==> src/rtl/loader_pkg.sv <==
// Shared types and constants for the instruction-memory boot loader.
package loader_pkg;
  typedef enum logic [2:0] {LEN, DATA, ACK, NAK, DONE, ERR} loader_state_t;
  localparam logic [7:0] ACK_BYTE_DEF = 8'hAA;
  localparam logic [7:0] NAK_BYTE_DEF = 8'h55;
  localparam int WORD_BYTES = 4;
endpackage

==> src/rtl/byte_to_word.sv <==
// Little-endian byte-to-word assembler. word/word_valid are combinational so the
// consumer can register the completed word in the same cycle as its last byte.
module byte_to_word
  import loader_pkg::*;
(
  input  logic        clk,
  input  logic        rst,
  input  logic        in_valid,
  input  logic [7:0]  in_data,
  output logic [31:0] word,
  output logic        word_valid
);
  localparam int BW = $clog2(WORD_BYTES);
  localparam int SW = 8 * (WORD_BYTES - 1);

  logic [BW-1:0] bidx;
  // Only the bytes still waiting for the final one need storage.
  logic [SW-1:0] sr;

  always_ff @(posedge clk) begin
    if (rst) begin
      bidx <= '0;
      sr   <= '0;
    end else if (in_valid) begin
      bidx <= bidx + BW'(1);
      sr   <= {in_data, sr[SW-1:8]};
    end
  end

  assign word       = {in_data, sr};
  assign word_valid = in_valid && (bidx == BW'(WORD_BYTES - 1));
endmodule

==> src/rtl/imem_loader.sv <==
// Boot loader: takes a length-prefixed UART byte stream, writes it into the
// instruction RAM word by word, then reports ACK/NAK on TX.
module imem_loader
  import loader_pkg::*;
#(
  parameter int          ADDR_W   = 10,
  parameter int          DEPTH    = 1024,
  parameter logic [7:0]  ACK_BYTE = ACK_BYTE_DEF,
  parameter logic [7:0]  NAK_BYTE = NAK_BYTE_DEF
) (
  input  logic              clk,
  input  logic              rst,
  input  logic              rx_valid,
  input  logic [7:0]        rx_data,
  input  logic              tx_ready,
  output logic              tx_valid,
  output logic [7:0]        tx_data,
  output logic              we,
  output logic [ADDR_W-1:0] waddr,
  output logic [31:0]       wdata,
  output logic              loading,
  output logic              done,
  output logic              err
);
  loader_state_t   state, state_nxt;
  logic [ADDR_W:0] wcnt, wcnt_inc;
  logic [31:0]     n, word;
  logic            word_valid, accept;

  assign accept = rx_valid && (state == LEN || state == DATA);

  byte_to_word u_b2w (
    .clk        (clk),
    .rst        (rst),
    .in_valid   (accept),
    .in_data    (rx_data),
    .word       (word),
    .word_valid (word_valid)
  );

  // One spare bit so a full-depth count compares without wrapping.
  assign wcnt_inc = wcnt + {{ADDR_W{1'b0}}, 1'b1};

  always_comb begin
    state_nxt = state;
    case (state)
      LEN: if (word_valid) begin
        if (word == '0)               state_nxt = ACK;
        else if (word > 32'(DEPTH))   state_nxt = NAK;
        else                          state_nxt = DATA;
      end
      DATA:    if (word_valid && 32'(wcnt_inc) == n) state_nxt = ACK;
      ACK:     if (tx_valid && tx_ready) state_nxt = DONE;
      NAK:     if (tx_valid && tx_ready) state_nxt = ERR;
      default: state_nxt = state;
    endcase
  end

  always_ff @(posedge clk) begin
    if (rst) begin
      state    <= LEN;
      wcnt     <= '0;
      n        <= '0;
      tx_valid <= 1'b0;
      tx_data  <= 8'h00;
      we       <= 1'b0;
      waddr    <= '0;
      wdata    <= '0;
      loading  <= 1'b1;
      done     <= 1'b0;
      err      <= 1'b0;
    end else begin
      state <= state_nxt;
      we    <= 1'b0;
      if (state == LEN && word_valid) begin
        n    <= word;
        wcnt <= '0;
      end
      if (state == DATA && word_valid) begin
        we    <= 1'b1;
        waddr <= wcnt[ADDR_W-1:0];
        wdata <= word;
        wcnt  <= wcnt_inc;
      end
      // Status outputs follow the state being entered so they line up with it.
      tx_valid <= (state_nxt == ACK) || (state_nxt == NAK);
      tx_data  <= (state_nxt == ACK) ? ACK_BYTE :
                  (state_nxt == NAK) ? NAK_BYTE : 8'h00;
      loading  <= (state_nxt != DONE);
      done     <= (state_nxt == DONE);
      err      <= (state_nxt == ERR);
    end
  end
endmodule

==> config.mk <==
export PLATFORM = sky130hd
export DESIGN_NAME = imem_loader
export DESIGN_NICKNAME = d
export VERILOG_FILES = /design/src/rtl/loader_pkg.sv /design/src/rtl/byte_to_word.sv /design/src/rtl/imem_loader.sv
export SDC_FILE = /design/constraint.sdc
export NUM_CORES = 1
export LEC_CHECK = 0
export ABC_AREA = 1
export BUFFER_PORTS_ARGS = -buffer_cell sky130_fd_sc_hd__buf_2
export CORE_ASPECT_RATIO = 1.1
export CORE_MARGIN = 2
export CORE_UTILIZATION = 52
export DETAILED_ROUTE_END_ITERATION = 16
export GPL_TIMING_DRIVEN = 0
export PLACE_DENSITY = 0.79
export SLEW_MARGIN = 20
export SYNTH_ARGS = -nofsm -noshare
export SYNTH_HDL_FRONTEND = slang
export SYNTH_SLANG_ARGS = --single-unit
==> constraint.sdc <==
create_clock -name clk -period 1.6 [get_ports clk]
set_input_delay 0.24 -clock clk [delete_from_list [all_inputs] [get_ports clk]]
set_output_delay 0.24 -clock clk [all_outputs]
set_load 0.01 [all_outputs]
### After elaboration in Yosys (flattened, before gate mapping)

Index checks and enable logic that the tools add are counted.

| cells by class | value |
|---|---|
| add/sub/neg operators | 2 |
| magnitude comparators | 1 |
| equal/unequal tests | 10 |
| muxes and demuxes | 12 |
| reduce and logical (&&, ||, !) cells | 12 |

Operator list:

| operator | number |
|---|---|
| $eq A11 B32 Y1 | 1 |
| $gt A32 B11 Y1 const B | 1 |
| $logic_not A32 Y1 | 1 |
| $mux W11 | 2 |
| $eq A3 B2 Y1 const B | 4 |
| $mux W3 | 4 |
| $pmux W3 S4 | 1 |
| $add A11 B1 Y11 const B | 1 |
| $mux W8 | 1 |
| $mux W7 | 1 |
| $eq A3 B3 Y1 const B | 2 |
| $logic_and A1 B1 Y1 | 6 |
| $mux W2 | 2 |
| $eq A3 B1 Y1 const B | 1 |
| $logic_not A3 Y1 | 1 |
| $ne A3 B3 Y1 const B | 1 |
| $add A2 B1 Y2 const B | 1 |
| $eq A2 B2 Y1 const B | 1 |
| $logic_or A1 B1 Y1 | 2 |
| $reduce_bool A2 Y1 | 1 |
| $reduce_or A2 Y1 | 1 |
| $mux W1 | 1 |

| word-level totals | value |
|---|---|
| register bits | 127 |
| input port bits | 12 |

### Longest topological paths before layout

| depth | value |
|---|---|
| word-level depth | 10 |
| mapped depth | 14 |
| depth with buffers taken out | 14 |

### Hierarchy

A second synthesis with hierarchy kept.

| second synthesis, totals | value |
|---|---|
| cell total of the unflattened synthesis | 687 |
| area, all modules | 5049.8 sq um |

By module, submodules not included:

| module | times used | cells each | area an instance (sq um) | seq. area each (sq um) |
|---|---|---|---|---|
| imem_loader | 1 | 512 | 3863.7 | 1901.8 |
| byte_to_word | 1 | 175 | 1186.1 | 520.5 |

### Least setup slack after synthesis

No wires, ideal clock.

| timing path | value |
|---|---|
| kind | flip-flop to flip-flop |
| start | register wcnt[1] |
| end | register loading |
| setup time | 0.127 ns |
| data arrival time | 1.560 ns |
| required time | 1.473 ns |
| path slack | -0.087 ns |
| stages on the path, launching flop included | 15 |
| clock period less this slack | 1.687 ns |
| cell sequence | dfxtp_1 ha_1 nand3_1 nor2_1 nand2_1 nand2_1 nand2_1 nand2_1 nand2_1 inv_1 nand3_1 nor2_1 nand2_1 nand2_2 nand3_1 |

| on the way | value |
|---|---|
| word-level cells in the longest chain between the ends | 6 |

RTL lines:

| item | line | RTL |
|---|---|---|
| from (decl) | imem_loader.sv:26 | `logic [ADDR_W:0] wcnt, wcnt_inc;` |
| from (signal assigned) | imem_loader.sv:83 | `wcnt <= wcnt_inc;` |
| $add A11 B1 Y11 | imem_loader.sv:42 | `assign wcnt_inc = wcnt + {{ADDR_W{1'b0}}, 1'b1};` |
| $eq A11 B32 Y1 | imem_loader.sv:52 | `DATA: if (word_valid && 32'(wcnt_inc) == n) state_nxt = ACK;` |
| $logic_and A1 B1 Y1 | imem_loader.sv:52 |  |
| $mux W3 | imem_loader.sv:52 |  |
| $pmux W3 S4 | imem_loader.sv:46 | `case (state)` |
| $ne A3 B3 Y1 | imem_loader.sv:89 | `loading <= (state_nxt != DONE);` |
| to (signal assigned) | imem_loader.sv:89 |  |
| to (decl) | imem_loader.sv:21 | `output logic loading,` |

No other way between the ends.
A chain may end at the register's enable or synchronous reset.

### Worst setup path in the final report

| timing path | value |
|---|---|
| start | register wcnt[0] |
| end | register state[0] |

| on the way | value |
|---|---|
| word-level cells in the longest chain between the ends | 5 |

RTL lines:

| item | line | RTL |
|---|---|---|
| $add A11 B1 Y11 | imem_loader.sv:42 |  |
| $eq A11 B32 Y1 | imem_loader.sv:52 |  |
| $logic_and A1 B1 Y1 | imem_loader.sv:52 |  |
| $mux W3 | imem_loader.sv:52 |  |
| $pmux W3 S4 | imem_loader.sv:46 |  |
| to (signal assigned) | imem_loader.sv:73 | `state <= state_nxt;` |
| to (decl) | imem_loader.sv:25 | `loader_state_t state, state_nxt;` |

No other way between the ends.

==> results.yml <==
run_status:
  status: "complete, but fails checks"
  violations: "setup timing"
synthesis:
  synth_sequential_area_ratio_pct: 47.8
  yosys_most_used_dff: "sky130_fd_sc_hd__dfxtp_1"
  yosys_warn_count: 0
  synth-async-reset-ratio_pct: 0
  post_synth.cell_area_avg_sq_um: 7.24
  cells_after_synthesis: 700
  yosys_register_bits: 121
  syn-num-nets: 714
  synthDistinctLibCells: 27
  syn_area_sq_um: 5070
  synth_edf_count: 0
sta:
  fin_worst_skew_ns: 0.00795
  worst_max_slew_pin_slew_ns: 0.637
  setup_violations: 11
  finalWorstPathRequiredPeriod_ns: 1.82
  holdWs_ns: 0.00515
  report.final.slew_viol_count: 0
  fmax_mhz: 551
  final_min_period_over_clock_period_pct: 113
  final.setup.tns_ns: -1.40
  hold_violations: 0
  unrepaired_setup_endpoints_after_global_routing: "true"
  worst_slew_margin_rel_pct: 57.5
  layout_setup_ws_ns: -0.216
clocking:
  clk_transition_reported_paths_ns: 0.06
  numCtsBuffers: 17
  tritoncts: "built"
  clock_insertion_delay_worst_skew_ns: 0.52
  bufs_on_longest_clock_path: 2
  cts_num_sinks: 121
  clock_tree.root_cell: "sky130_fd_sc_hd__clkbuf_8"
  ctsHtreeMaxLevel: 4
drt:
  route.vias.total: 5276
  dr.first_iter.drc_count: 369
  postRouteWirelength_um: 15200
  post_drt_via_cell_ratio: 5.63
  route.detailed.drc: 0
  post_drt_wl_per_cell_um: 16.2
  detail-route-antenna-nets: 0
  dr.pass1.iters: 9
global_route:
  grt_first_pass_wirelength_um: 23200
  grt_antenna_before_repair: 0
  via_count_of_the_first_global_routing_pass: 4839
  largest_net_degree_at_the_start_of_global_routing: 17
  gr-usage-all-layers_pct: 28.2
  globalRoute.totalOverflow: 0
run:
  maxCapViolCount: 0
pwr:
  max-vdd-ir-drop_mv: 0.792
  leakage_nw: 3.06
  power_per_cell_area_nw_per_um2: 1160
  power.total_mw: 7.77
final_layout:
  final.fill_count: 715
  layout.area.seq_sq_um: 2440
  area_of_combinational_cells_with_multiple_inputs_sq_um: 2390
  antenna-diode-count: 0
  drive_gt1_share_pct: 27.3
  fin_nets: 821
  area.growth.synth_to_final_pct: 31.8
placement:
  preCtsSetupSlack_ns: -0.281
  final_wtd_congestion: 0.903
  io_buffer_count: 66
  dpl_wire_length_um: 10000
setup_path:
  critPathArrivalTime_ns: 2.20
  crit_fanout: 4
  worstSetupPathType: "register to register"
  timing.critical_path.required_ns: 1.99
  start_kind: "register"
  end_kind: "register"
floorplanning:
  top_level_ports: 67
  floorplan.die_area_sq_um: 10600
  initial_core_util_pct: 53.9
  num_rows: 37
  die-height_um: 108
  core_area_sq_um: 9400
  floorplan.die.width_um: 98.1
worst_hold_path:
  worst_hold_path_type: "input pin to register"
timing repair:
action	in CTS	in global routing
buffers inserted	7	10
resized for setup	50	67
pin swaps	20	21
cloned	0	3
endpoints found under the setup margin	92	77
hold buffers	2	0
endpoints found under the hold margin	2	0
per-stage QoR:
step                      cell area (sq um)  util [%]  cells
after floorplan                        5070         -    700
after global routing                   6680      71.1    937
after global placement                 5550      59.0    883
final                                  6680      71.1    937
after detailed placement               5550      59.0    883
after CTS                              6400      68.2    924
final timing paths:
check	startpoint	to	slack, ns	depth (start not counted)
min	rx_data[2]	n[26]	0.005	3
max reg2reg	wcnt[0]	state[0]	-0.22	14
max	wcnt[0]	state[0]	-0.22	14
min reg2reg	n[30]	n[30]	0.48	2
state kept, by name, summed over array words and instances, names as in the netlist:
name	cells
done	1
err	1
loading	1
n	32
state	3
tx_data	2
tx_valid	1
u_b2w.bidx	2
u_b2w.sr	24
waddr	10
wcnt	11
wdata	32
we	1
critical path, stage by stage (launching register included):
cell and delay, ns:
sky130_fd_sc_hd__dfxtp_4 0.37, sky130_fd_sc_hd__ha_4 0.19, sky130_fd_sc_hd__inv_1 0.05, sky130_fd_sc_hd__nand2_1 0.07
sky130_fd_sc_hd__nand2_1 0.08, sky130_fd_sc_hd__nand2_2 0.08, sky130_fd_sc_hd__nand2_1 0.05, sky130_fd_sc_hd__nor2_1 0.11
sky130_fd_sc_hd__nand3_1 0.10, sky130_fd_sc_hd__nor2_1 0.12, sky130_fd_sc_hd__nand3b_1 0.09, sky130_fd_sc_hd__nor2_1 0.12
sky130_fd_sc_hd__nand2_1 0.08, sky130_fd_sc_hd__nand2_2 0.11, sky130_fd_sc_hd__nor2_1 0.05
power breakdown:
| part | leakage (nW) | internal [mW] | switching, mW |
|---|---|---|---|
| Combinational | 1.76 | 0.159 | 0.310 |
| Sequential | 0.986 | 3.09 | 0.0878 |
| Clock | 0.313 | 2.68 | 1.44 |
cell families after synthesis:
group                      synth area share [%]
AOI/OAI and AO/OA                          16.7
adders and majority gates                 0.494
buffers and inverters                      8.67
DFF                                        47.8
and+or+nand+nor                            26.3
metal layers:
layer | wire [um] | vias up | track usage (%)
met5 | 0 | - | 0
met4 | 475 | 0 | 16.2
met3 | 1180 | 49 | 6.17
met2 | 7670 | 292 | 50.2
met1 | 5860 | 2448 | 30.8
li1 | - | 2487 | -
cell type report:
cell class              count  area share, %
plain buffers              39           3.97
clock buffers              20           6.82
clock inverters            12           2.77
inverters                  65           3.93
multi-input cells         475           35.8
flip-flops and latches    121           36.5
well taps                 117           2.19
repair buffers             88           8.05
cells in the mapped netlist (6+ instances only):
cell type | number | share of area (%)
sky130_fd_sc_hd__inv_2 | 6 | 0.44
sky130_fd_sc_hd__nor2_2 | 6 | 0.74
sky130_fd_sc_hd__clkbuf_1 | 23 | 1.7
sky130_fd_sc_hd__o21ai_0 | 104 | 10
sky130_fd_sc_hd__o32ai_1 | 6 | 1.0
sky130_fd_sc_hd__nand3_1 | 35 | 3.5
sky130_fd_sc_hd__buf_4 | 9 | 1.3
sky130_fd_sc_hd__nor2_1 | 164 | 12
sky130_fd_sc_hd__dfxtp_1 | 121 | 48
sky130_fd_sc_hd__inv_1 | 57 | 4.2
sky130_fd_sc_hd__nand2_1 | 78 | 5.8
sky130_fd_sc_hd__nand2_2 | 9 | 1.1
sky130_fd_sc_hd__buf_2 | 6 | 0.59
sky130_fd_sc_hd__a21oi_1 | 47 | 4.6
layout by cell type (no fill, tap or decap), types with 17 or more instances in the layout:
cell type,instances
sky130_fd_sc_hd__nand2_1,67
sky130_fd_sc_hd__dfxtp_1,113
sky130_fd_sc_hd__inv_1,50
sky130_fd_sc_hd__buf_2,68
sky130_fd_sc_hd__a21oi_1,47
sky130_fd_sc_hd__nand3_1,29
sky130_fd_sc_hd__nor2_1,153
sky130_fd_sc_hd__nand2_2,17
sky130_fd_sc_hd__o21ai_0,97
sky130_fd_sc_hd__buf_4,25
sky130_fd_sc_hd__clkbuf_16,17
No activity file was read; power rests on OpenSTA's default activity.
